File: src/rtl/debug_instr_loader.sv
// Parses framed load packets from the UART byte stream and presents big-endian instruction words with their PC.
// Optional build macro DEBUG_LOADER_CSUM_EN enables the XOR checksum check on the CSUM byte.
module debug_instr_loader #(
    parameter logic [31:0] BASE_PC        = 32'h0000_0000,
    parameter int          MAX_WORDS      = 1024,
    parameter int          TIMEOUT_CYCLES = 1000000,
    parameter logic [7:0]  START_BYTE     = 8'hA5
) (
    input  logic        clk,
    input  logic        rst_n,
    input  logic [7:0]  rx_data,
    input  logic        rx_valid,
    output logic        instruction_mem_no_op,
    output logic [31:0] instruction_mem_pc,
    output logic [31:0] instruction_mem_instruction,
    output logic        busy,
    output logic        load_done,
    output logic        load_error
);

    // state   | meaning
    // S_IDLE  | waiting for START_BYTE
    // S_LEN_HI| expecting word-count high byte
    // S_LEN_LO| expecting word-count low byte
    // S_DATA  | collecting 4 bytes per word, N words
    // S_CSUM  | expecting checksum byte
    typedef enum logic [2:0] {S_IDLE, S_LEN_HI, S_LEN_LO, S_DATA, S_CSUM} state_t;

    localparam int          TW     = $clog2(TIMEOUT_CYCLES + 1);
    localparam logic [16:0] MAX_N  = 17'(MAX_WORDS);

    state_t        r_state, w_state_nxt;
    logic [7:0]    r_len_hi;
    logic [15:0]   r_len;
    logic [15:0]   r_word_idx;
    logic [1:0]    r_byte_idx;
    logic [23:0]   r_shift;
    logic [TW-1:0] r_tmo;
    logic          r_no_op;
    logic [31:0]   r_pc;
    logic [31:0]   r_instr;
    logic          r_done;
    logic          r_err;

    logic [15:0]   w_len;
    logic          w_len_bad;
    logic          w_timeout;
    logic          w_byte;
    logic          w_commit;
    logic          w_done;
    logic          w_err_set;
    logic          w_err_clr;
    logic          w_csum_ok;

    assign w_len     = {r_len_hi, rx_data};
    assign w_len_bad = {1'b0, w_len} > MAX_N;
    assign w_timeout = (r_state != S_IDLE) && (r_tmo == '0);
    // A byte landing in the timeout cycle is dropped, not parsed.
    assign w_byte    = rx_valid && !w_timeout;

`ifdef DEBUG_LOADER_CSUM_EN
    logic [7:0] r_xor;

    always_ff @(posedge clk or negedge rst_n) begin
        if (!rst_n) begin
            r_xor <= 8'h00;
        end else if (w_byte) begin
            if (r_state == S_IDLE && rx_data == START_BYTE) r_xor <= 8'h00;
            else if (r_state == S_DATA)                     r_xor <= r_xor ^ rx_data;
        end
    end

    assign w_csum_ok = (rx_data == r_xor);
`else
    assign w_csum_ok = 1'b1;
`endif

    always_ff @(posedge clk or negedge rst_n) begin
        if (!rst_n) r_state <= S_IDLE;
        else        r_state <= w_state_nxt;
    end

    always_comb begin
        w_state_nxt = r_state;
        w_commit    = 1'b0;
        w_done      = 1'b0;
        w_err_set   = 1'b0;
        w_err_clr   = 1'b0;
        if (w_timeout) begin
            w_state_nxt = S_IDLE;
            w_err_set   = 1'b1;
        end else if (rx_valid) begin
            case (r_state)
                S_IDLE: begin
                    if (rx_data == START_BYTE) begin
                        w_state_nxt = S_LEN_HI;
                        w_err_clr   = 1'b1;
                    end
                end
                S_LEN_HI: w_state_nxt = S_LEN_LO;
                S_LEN_LO: begin
                    if (w_len_bad) begin
                        w_state_nxt = S_IDLE;
                        w_err_set   = 1'b1;
                    end else if (w_len == 16'd0) begin
                        w_state_nxt = S_CSUM;
                    end else begin
                        w_state_nxt = S_DATA;
                    end
                end
                S_DATA: begin
                    if (r_byte_idx == 2'd3) begin
                        w_commit = 1'b1;
                        if (r_word_idx == r_len - 16'd1) w_state_nxt = S_CSUM;
                    end
                end
                S_CSUM: begin
                    w_state_nxt = S_IDLE;
                    if (w_csum_ok) w_done    = 1'b1;
                    else           w_err_set = 1'b1;
                end
                default: w_state_nxt = S_IDLE;
            endcase
        end
    end

    always_ff @(posedge clk or negedge rst_n) begin
        if (!rst_n) begin
            r_len_hi   <= 8'h00;
            r_len      <= 16'h0000;
            r_word_idx <= 16'h0000;
            r_byte_idx <= 2'd0;
            r_shift    <= 24'h000000;
            r_tmo      <= TW'(TIMEOUT_CYCLES);
            r_no_op    <= 1'b1;
            r_pc       <= 32'h0000_0000;
            r_instr    <= 32'h0000_0000;
            r_done     <= 1'b0;
            r_err      <= 1'b0;
        end else begin
            r_no_op <= 1'b1;
            r_done  <= w_done;
            if (w_err_set)      r_err <= 1'b1;
            else if (w_err_clr) r_err <= 1'b0;

            if (r_state == S_IDLE || rx_valid) r_tmo <= TW'(TIMEOUT_CYCLES);
            else if (r_tmo != '0)              r_tmo <= r_tmo - 1'b1;

            if (w_byte) begin
                case (r_state)
                    S_IDLE: begin
                        r_word_idx <= 16'h0000;
                        r_byte_idx <= 2'd0;
                    end
                    S_LEN_HI: r_len_hi <= rx_data;
                    S_LEN_LO: r_len    <= w_len;
                    S_DATA: begin
                        r_shift    <= {r_shift[15:0], rx_data};
                        r_byte_idx <= r_byte_idx + 2'd1;
                    end
                    default: ;
                endcase
            end

            if (w_commit) begin
                r_no_op    <= 1'b0;
                r_pc       <= BASE_PC + {14'd0, r_word_idx, 2'b00};
                r_instr    <= {r_shift, rx_data};
                r_word_idx <= r_word_idx + 16'd1;
            end
        end
    end

    assign instruction_mem_no_op       = r_no_op;
    assign instruction_mem_pc          = r_pc;
    assign instruction_mem_instruction = r_instr;
    assign busy                        = (r_state != S_IDLE);
    assign load_done                   = r_done;
    assign load_error                  = r_err;

endmodule

File: config.mk
export PLATFORM = sky130hd
export DESIGN_NAME = debug_instr_loader
export DESIGN_NICKNAME = d
export VERILOG_FILES = /design/src/rtl/debug_instr_loader.sv
export SDC_FILE = /design/constraint.sdc
export NUM_CORES = 1
export LEC_CHECK = 0
export CAP_MARGIN = 20
export CELL_PAD_IN_SITES_DETAIL_PLACEMENT = 1
export CELL_PAD_IN_SITES_GLOBAL_PLACEMENT = 2
export CORE_ASPECT_RATIO = 2
export CORE_UTILIZATION = 35
export CTS_BUF_LIST = sky130_fd_sc_hd__clkbuf_2
export DETAILED_ROUTE_END_ITERATION = 8
export GPL_ROUTABILITY_DRIVEN = 0
export GPL_TIMING_DRIVEN = 0
export HOLD_SLACK_MARGIN = 0.02
export PLACE_DENSITY_LB_ADDON = 0.1
export SETUP_SLACK_MARGIN = 0.05
export SLEW_MARGIN = 20
export SYNTH_ARGS = -nofsm -noshare
export SYNTH_HDL_FRONTEND = slang
export SYNTH_SLANG_ARGS = --single-unit
export TNS_END_PERCENT = 10
File: constraint.sdc
create_clock -name clk -period 2.3 [get_ports clk]
set_clock_uncertainty 0.1 [all_clocks]
set_input_delay 0.23 -clock clk [delete_from_list [all_inputs] [get_ports clk]]
set_output_delay 0.23 -clock clk [all_outputs]
set_load 0.01 [all_outputs]
== Word level (Yosys, flattened, before mapping) ==
Index checks and enable logic that the tools add are counted.

* Register bits after elaboration: 140
* Input port bits: 11
* Logic and storage cells: 80
* Output and inout port bits: 68

* Muxes and demuxes: 32
* $add $sub $neg: 4
* Eq/ne operators: 10
* Order comparisons: 1
* Reduce and logical (&&, ||, !) cells: 21

{| class="wikitable"
|+ Operators with widths
! cell !! number
|-
| $mux W16 || 3
|-
| $mux W20 || 2
|-
| $mux W3 || 7
|-
| $logic_not A20 Y1 || 1
|-
| $reduce_bool A20 Y1 || 1
|-
| $sub A20 B1 Y20 const B || 1
|-
| $mux W1 || 18
|-
| $add A16 B1 Y16 const B || 1
|-
| $eq A16 B16 Y1 || 1
|-
| $gt A16 B11 Y1 const B || 1
|-
| $logic_not A16 Y1 || 1
|-
| $sub A16 B1 Y16 const B || 1
|-
| $pmux W3 S4 || 1
|-
| $reduce_bool A2 Y1 || 6
|-
| $reduce_and A2 Y1 || 5
|-
| $ne A3 B3 Y1 const B || 3
|-
| $eq A8 B8 Y1 const B || 1
|-
| $eq A3 B2 Y1 const B || 2
|-
| $pmux W2 S2 || 1
|-
| $reduce_and A4 Y1 || 1
|-
| $eq A3 B1 Y1 const B || 1
|-
| $eq A3 B3 Y1 const B || 1
|-
| $logic_not A3 Y1 || 1
|-
| $reduce_bool A3 Y1 || 1
|-
| 5 further kinds || 6
|}

== Longest topological paths before layout ==
Gate-level depths: netlist of the first run.

* Depth after elaboration: 7
* Mapped depth: 10
* Mapped depth without buffers: 10

== Worst setup path before layout of the first run ==
OpenSTA, ideal clock, no wires.

* Kind: register to register
* From: register r_len[0]
* To: register r_state[1]
* Buffers on the path: 0
* Path slack: -218 ps
* Stages on the path, launching flop included: 11
* Clock period less this slack: 2518 ps
* Library setup time: 122 ps
* Data required time: 2078 ps
* Arrival: 2297 ps
* Path through: dfrtp_1 -> inv_1 -> ha_1 -> nor3b_2 -> a211oi_1 -> a31oi_1 -> or4_1 -> nor4b_2 -> a31oi_1 -> o21ai_0 -> nand2b_1

* Longest elaborated chain between the ends: 4

{| class="wikitable"
|+ Ends and longest elaborated chain
! item !! RTL line !! source
|-
| from (decl) || 34 || <nowiki>logic [15:0] r_len;</nowiki>
|-
| from (signal assigned) || 156 || <nowiki>S_LEN_LO: r_len <= w_len;</nowiki>
|-
| $sub A16 B1 Y16 || 114 || <nowiki>if (r_word_idx == r_len - 16'd1) w_state_nxt = S_CSUM;</nowiki>
|-
| $eq A16 B16 Y1 || 114 ||
|-
| $ne A3 B3 Y1 (no line) || - ||
|-
| $reduce_and A4 Y1 (no line) || - ||
|-
| to (signal assigned) || 80 || <nowiki>else r_state <= w_state_nxt;</nowiki>
|-
| to (decl) || 32 || <nowiki>state_t r_state, w_state_nxt;</nowiki>
|}

No other way between the ends.
A chain may end at the register's enable or synchronous reset.

== Worst setup path in the final report of the first run ==
* From: register r_len[0]
* To: register r_state[0]

The elaborated chain is that of the path after synthesis.

==> results of run 1 <==
## area by class of cell
type | count | area, µm²
antenna | 1 | 2.50
buffer | 30 | 283
clock buffer | 18 | 90.1
clock inverter | 13 | 166
fill | 1967 | 9690
inverter | 9 | 33.8
multi-input combinational | 379 | 3490
sequential | 140 | 3520
tap | 255 | 319
timing repair buffer | 106 | 1150
## routing by layer
metal	vias to the layer above	global-route usage
met5	-	0
met4	0	0.100
met3	36	0.0410
met2	82	0.391
met1	2422	0.203
li1	2165	-
## layout by cell type, fill, tap and decap left out, types with 5 or more instances in the layout
master	synthesis	final
nor4_4	2	5
dfrtp_1	132	124
dfstp_2	8	8
inv_1	9	6
buf_4	22	42
clkbuf_2	1	19
o21ai_0	11	6
a31oi_1	6	5
a21oi_1	10	9
nor2_1	48	46
mux2_4	8	78
mux2i_1	6	6
mux2_2	85	17
nand3_2	2	7
xor2_1	25	25
and3_1	6	6
nor3_1	9	6
clkbuf_1	6	5
or4_1	7	5
conb_1	1	16
buf_12	0	11
xnor2_1	23	23
clkdlybuf4s50_1	0	60
nand3_1	16	8
nand4_1	7	7
nand2_1	28	28
dfrtp_2	0	8
## flip-flops by register name (all words and copies together) (netlist names)
| signal | flops |
|---|---|
| instruction_mem_instruction | 32 |
| instruction_mem_no_op | 1 |
| instruction_mem_pc | 16 |
| load_done | 1 |
| load_error | 1 |
| r_byte_idx | 2 |
| r_len | 16 |
| r_len_hi | 8 |
| r_shift | 24 |
| r_state | 3 |
| r_tmo | 20 |
| r_word_idx | 16 |
## worst min-delay path by stage
| stage | from | slack [ns] | end |
|---|---|---|---|
| after floorplan | rst_n | -0.17 | instruction_mem_instruction[0] |
| after global placement | instruction_mem_pc[3] | 0.38 | instruction_mem_pc[3] |
| after detailed placement | rst_n | 0.06 | instruction_mem_pc[10] |
| after CTS | rx_data[4] | 0.10 | r_shift[4] |
| after global routing | rx_data[4] | 0.08 | instruction_mem_instruction[4] |
| final | rx_data[4] | 0.16 | instruction_mem_instruction[4] |
## repair_timing
action / in CTS / in global routing
cloned: 2 / 1
gates resized for setup: 133 / 24
buffers inserted: 31 / 6
endpoints found under the setup margin: 130 / 128
hold buffers: 3 / 0
hold endpoints to repair: 139 / 0
pin swaps: 20 / 8
## metrics by stage
| step | util | TNS (ns) |
|---|---|---|
| detailed placement | 0.413 | -51.19 |
| floorplan | - | -4.77 |
| global placement | 0.412 | -700.17 |
| CTS | 0.475 | -19.90 |
| finish | 0.483 | -10.51 |
| global route | 0.483 | -20.30 |
## worst register-to-register path, cell delays in order, from the launching register on
cell and delay, ns:
dfrtp_2 0.45, inv_2 0.06, ha_4 0.17, nor3b_4 0.17, a211oi_1 0.24, a31oi_1 0.09, or4_4 0.56, nor4b_4 0.34
a31oi_4 0.19, o31ai_1 0.23
## power breakdown
group	switching, mW	internal [mW]	total [mW]
clock	0.979	0.615	1.59
sequential	0.650	2.96	3.61
combinational	1.38	1.58	2.96
total	3.01	5.16	8.16
## logic make-up after synthesis
kind of cell,count (synthesis)
xor+xnor,48
compound gates,40
mux,102
other cells,1
simple gates,169
fa+ha+maj,4
flops,140
buf+inv,42
==> results.json, run 1 <==
{
  "max_slew.worst_pin.slew_ns": 0.636,
  "routed.top_layer": "met4",
  "rsz0062_at_grt": "true",
  "overflow": 0,
  "hpwl_um": 12800,
  "synth.distinct_cells": 64,
  "wl_met2_um": 10800,
  "synth_top_family_by_area": "multiplexers",
  "nNetsFinal": 698,
  "clock.fmax_mhz": 377,
  "netlist_area_um2": 6660,
  "firstDrtPassIters": 4,
  "cp_slowest_stage_delay_ns": 0.55,
  "dp_cells": 879,
  "status": "finished with violations",
  "fin_crit_sh": 1.15,
  "crit_required_ns": 2.86,
  "cts_buffers": 17,
  "ys_async_sr_fraction": 1.00,
  "synthSimpleGateAreaFrac": 0.151,
  "ys_ff_latch": 140,
  "violations": "negative setup slack",
  "synth_cells": 546,
  "areaGrowthSynthToFinish_pct": 36.1,
  "cts_buffer_depth": 2,
  "crit_path_end": "r_state[0]",
  "ys_seq_area_frac": 0.528,
  "synth.most_common_cell": "dfrtp_1",
  "synth_warnings": 0,
  "cp.arrival_ns": 3.21,
  "critical_path_depth": 9,
  "syn_avg_cell_area_um2": 12.2,
  "port_buffers": 62,
  "dr.first_iter.drc_count": 162,
  "grt_pass1_vias": 5315,
  "drive_above_1_share": 0.373,
  "met3_length_um": 478,
  "synth-compound-area-share": 0.0365,
  "critPathKind": "reg -> reg",
  "cp-end-kind": "flop",
  "r2r_cells": 9,
  "whs_path_depth": 2,
  "max_slew_margin": 0.576,
  "core_area_um2": 18700,
  "whs_ns": 0.155,
  "crit_slowest_cell": "or4_4",
  "leakagePower_nw": 4.22,
  "drtAntennaViolNets": 0,
  "fp.dieW_um": 99.5,
  "synth.top_cell.area_share": 0.496,
  "hold_viol_final": 0,
  "crit_path_start": "r_len[0]",
  "postLayoutCellArea_um2": 9060,
  "route.vias.total": 4705,
  "die_y_um": 197,
  "period_minus_slack_ns": 2.65,
  "ys.flop_type": "dfrtp_1",
  "ys_top_cells_by_area": "dfrtp_1, mux2_2, xor2_1",
  "die-area_um2": 19600,
  "wl_met1_um": 6560,
  "finalPower_mw": 8.16,
  "vias_per_cell": 4.95,
  "ios": 79,
  "drv_cap": 0,
  "critPathLaunchType": "flop",
  "fin_cells": 951,
  "grt_usage": 0.204,
  "synth_xor_area_frac": 0.0632,
  "path_buf_inv": 1,
  "clockRootBuffer": "clkbuf_2",
  "grt_pass1_wl_um": 29800,
  "initial_core_util": 0.355,
  "post_drt_wl_per_cell_um": 19.4,
  "clk_pin_slew_worst_paths_ns": 0.21,
  "r2r_end": "r_state[0]",
  "power.density_nw_per_um2": 902,
  "critPathMaxFanout": 5,
  "num_rows": 71,
  "r2r-start": "r_len[0]",
  "netlist_top_cells_count": "dfrtp_1, mux2_2, nor2_1",
  "setup_viol": 100,
  "wirelength_um": 18500,
  "hold_class": "in -> reg",
  "cp_top_family": "simple AND/OR/NAND/NOR gates",
  "rrSetupSlack_ns": -0.35,
  "synth_fa_ha_area_frac": 0.00752,
  "cp_cell_sequence": "inv_2 -> ha_4 -> nor3b_4 -> a211oi_1 -> a31oi_1 -> or4_4 -> nor4b_4 -> a31oi_4 -> o31ai_1",
  "cts_tree": "built",
  "h-tree-depth": 4,
  "antenna_found_initial": 1,
  "preCtsSetupSlack_ns": -1.01,
  "grt_start_max_net_pins": 96,
  "drv_slew": 0,
  "synth_mux_area_frac": 0.176,
  "place_area_um2": 7750,
  "irDropWorstVdd_mv": 0.546,
  "drc": 0,
  "synth_edf_count": 0,
  "clock_latency_ns": 0.75,
  "yosysTopAreaCell": "dfrtp_1",
  "cts_sinks": 140,
  "layout_setup_ws_ns": -0.349
}
Power figures use the tool's default switching activity.
==> run 2: changes to the inputs <==
--- a/config.mk
+++ b/config.mk
@@ -16,6 +16,7 @@
 export GPL_TIMING_DRIVEN = 0
 export HOLD_SLACK_MARGIN = 0.02
 export PLACE_DENSITY_LB_ADDON = 0.1
+export RECOVER_POWER = 100
 export SETUP_SLACK_MARGIN = 0.05
 export SLEW_MARGIN = 20
 export SYNTH_ARGS = -nofsm -noshare
==> run 2 against run 1 <==
  * The run still ends with negative setup slack left
  * Combinational power hardly changed
  * Count of clock-buffer cells in the layout stayed put
  * Setup slack better by 0.012 ns
  * First-iteration DRC count is 3.1% lower
  * Sequential share of layout area is 0.33 points higher
  * Non-clock buffer count stayed put
  * Via count is 0.66% lower
  * Register-to-register slack hardly changed
  * Final cell count stayed put
  * Final area is 0.87% lower
  * Critical path type unchanged
  * Largest cell class unchanged
  * Largest power group unchanged
==> results.json, run 2 (synthesis gave the netlist of run 1 again) <==
{
  "status": "finished with violations",
  "violations": "negative setup slack",
  "die-area_um2": 19600,
  "overflow": 0,
  "cts_buffer_depth": 2,
  "min_from": "rx_data[4]",
  "irDropWorstVdd_mv": 0.546,
  "setup_viol": 116,
  "port_buffers": 62,
  "h-tree-depth": 4,
  "dp_cells": 879,
  "fp.dieW_um": 99.5,
  "cp-end-kind": "flop",
  "nNetsFinal": 698,
  "whs_path_depth": 2,
  "route.vias.total": 4674,
  "fin_cells": 951,
  "grt_pass1_vias": 5315,
  "cts_tree": "built",
  "final_cell_mix": "dfrtp_1, mux2_4, dlygate4sd3_1, nor2_1, buf_4",
  "ios": 79,
  "clockRootBuffer": "clkbuf_2",
  "grt_pass1_wl_um": 29800,
  "largest_reg_flops": 32,
  "hold_class": "in -> reg",
  "grt_usage": 0.204,
  "num_rows": 71,
  "fin_crit_sh": 1.15,
  "tns_ns": -18.53,
  "r2r_end": "r_state[0]",
  "critPathKind": "reg -> reg",
  "clk_pin_slew_worst_paths_ns": 0.21,
  "drc": 0,
  "vias_per_cell": 4.91,
  "final_common_cell": "dfrtp_1",
  "core_area_um2": 18700,
  "max_slew.worst_pin.slew_ns": 1.39,
  "utilization": 0.479,
  "r2r_cells": 9,
  "finalPower_mw": 8.14,
  "drv_cap": 0,
  "hold_viol_final": 0,
  "rrSetupSlack_ns": -0.34,
  "critPathLaunchType": "flop",
  "max_slew_margin": 0.0747,
  "grt_start_max_net_pins": 96,
  "layout_setup_ws_ns": -0.338,
  "wirelength_um": 18500,
  "power.density_nw_per_um2": 907,
  "areaGrowthSynthToFinish_pct": 34.9,
  "hpwl_um": 12800,
  "period_minus_slack_ns": 2.64,
  "drtAntennaViolNets": 0,
  "crit_required_ns": 2.86,
  "cts_buffers": 17,
  "cp.arrival_ns": 3.19,
  "min_to": "instruction_mem_instruction[4]",
  "drv_slew": 0,
  "cts_sinks": 140,
  "rsz0062_at_grt": "true",
  "r2r-start": "r_len[0]",
  "clock_latency_ns": 0.74,
  "clock.fmax_mhz": 379,
  "critPathMaxFanout": 5,
  "antenna_found_initial": 1,
  "post_drt_wl_per_cell_um": 19.4,
  "initial_core_util": 0.355,
  "die_y_um": 197,
  "leakagePower_nw": 4.33,
  "firstDrtPassIters": 4,
  "dr.first_iter.drc_count": 157,
  "drive_above_1_share": 0.367
}
run 2: power by group:
| group | switching, mW | internal, mW |
|---|---|---|
| sequential | 0.649 | 2.96 |
| clock | 0.979 | 0.615 |
| combinational | 1.37 | 1.56 |
| total | 3.00 | 5.14 |
run 2: worst max path at each step:
stage | startpoint | endpoint | slack [ns] | cells past startpoint
2_1_floorplan | r_len[0] | r_state[1] | -0.12 | 10
3_3_place_gp | rst_n | instruction_mem_instruction[10] | -4.77 | 1
3_5_place_dp | rx_data[3] | r_len_hi[4] | -1.01 | 7
4_1_cts | r_tmo[13] | instruction_mem_pc[9] | -0.31 | 9
5_1_grt | r_len[1] | r_state[1] | -0.47 | 11
6_report | r_len[0] | r_state[0] | -0.34 | 9
run 2: critical path, stage by stage (launching register included):
cell	delay, ns
dfrtp_2	0.45
inv_2	0.05
ha_4	0.17
nor3b_4	0.17
a211oi_1	0.23
a31oi_1	0.09
or4_4	0.55
nor4b_4	0.34
a31oi_4	0.19
o31ai_1	0.23
run 2: metal layers:
metal  up-vias  GRT usage  part of all wire
met4         0      0.100             0.037
met1      2395      0.203              0.36
met3        37     0.0410             0.025
li1       2162          -                 -
met5         -          0                 0
met2        80      0.391              0.58
run 2: area by class of cell:
cell class	instances	area (µm²)
flip-flops and latches	140	3520
repair buffers	106	1090
inverters	9	33.8
clock buffers	18	90.1
well taps	255	319
clock inverters	13	166
diodes	1	2.50
fillers	1978	9770
multi-input cells	379	3470
plain buffers	30	283
run 2: repair_timing:
action                                 in CTS  in global routing
resized for setup                         133                 24
setup endpoints to repair                 130                128
gates cloned                                2                  1
buffers inserted                           31                  6
pin swaps                                  20                  8
endpoints found under the hold margin     139                  0
hold buffers                                3                  0
run 2: through the flow:
| step | setup WS (ns) | hold slack [ns] | instance area (µm²) |
|---|---|---|---|
| after floorplan | -0.123 | -0.166 | 6770 |
| after global routing | -0.471 | 0.0814 | 8980 |
| final | -0.338 | 0.162 | 8980 |
| after detailed placement | -1.01 | 0.0562 | 7750 |
| after global placement | -4.77 | 0.378 | 7710 |
| after CTS | -0.314 | 0.101 | 8900 |
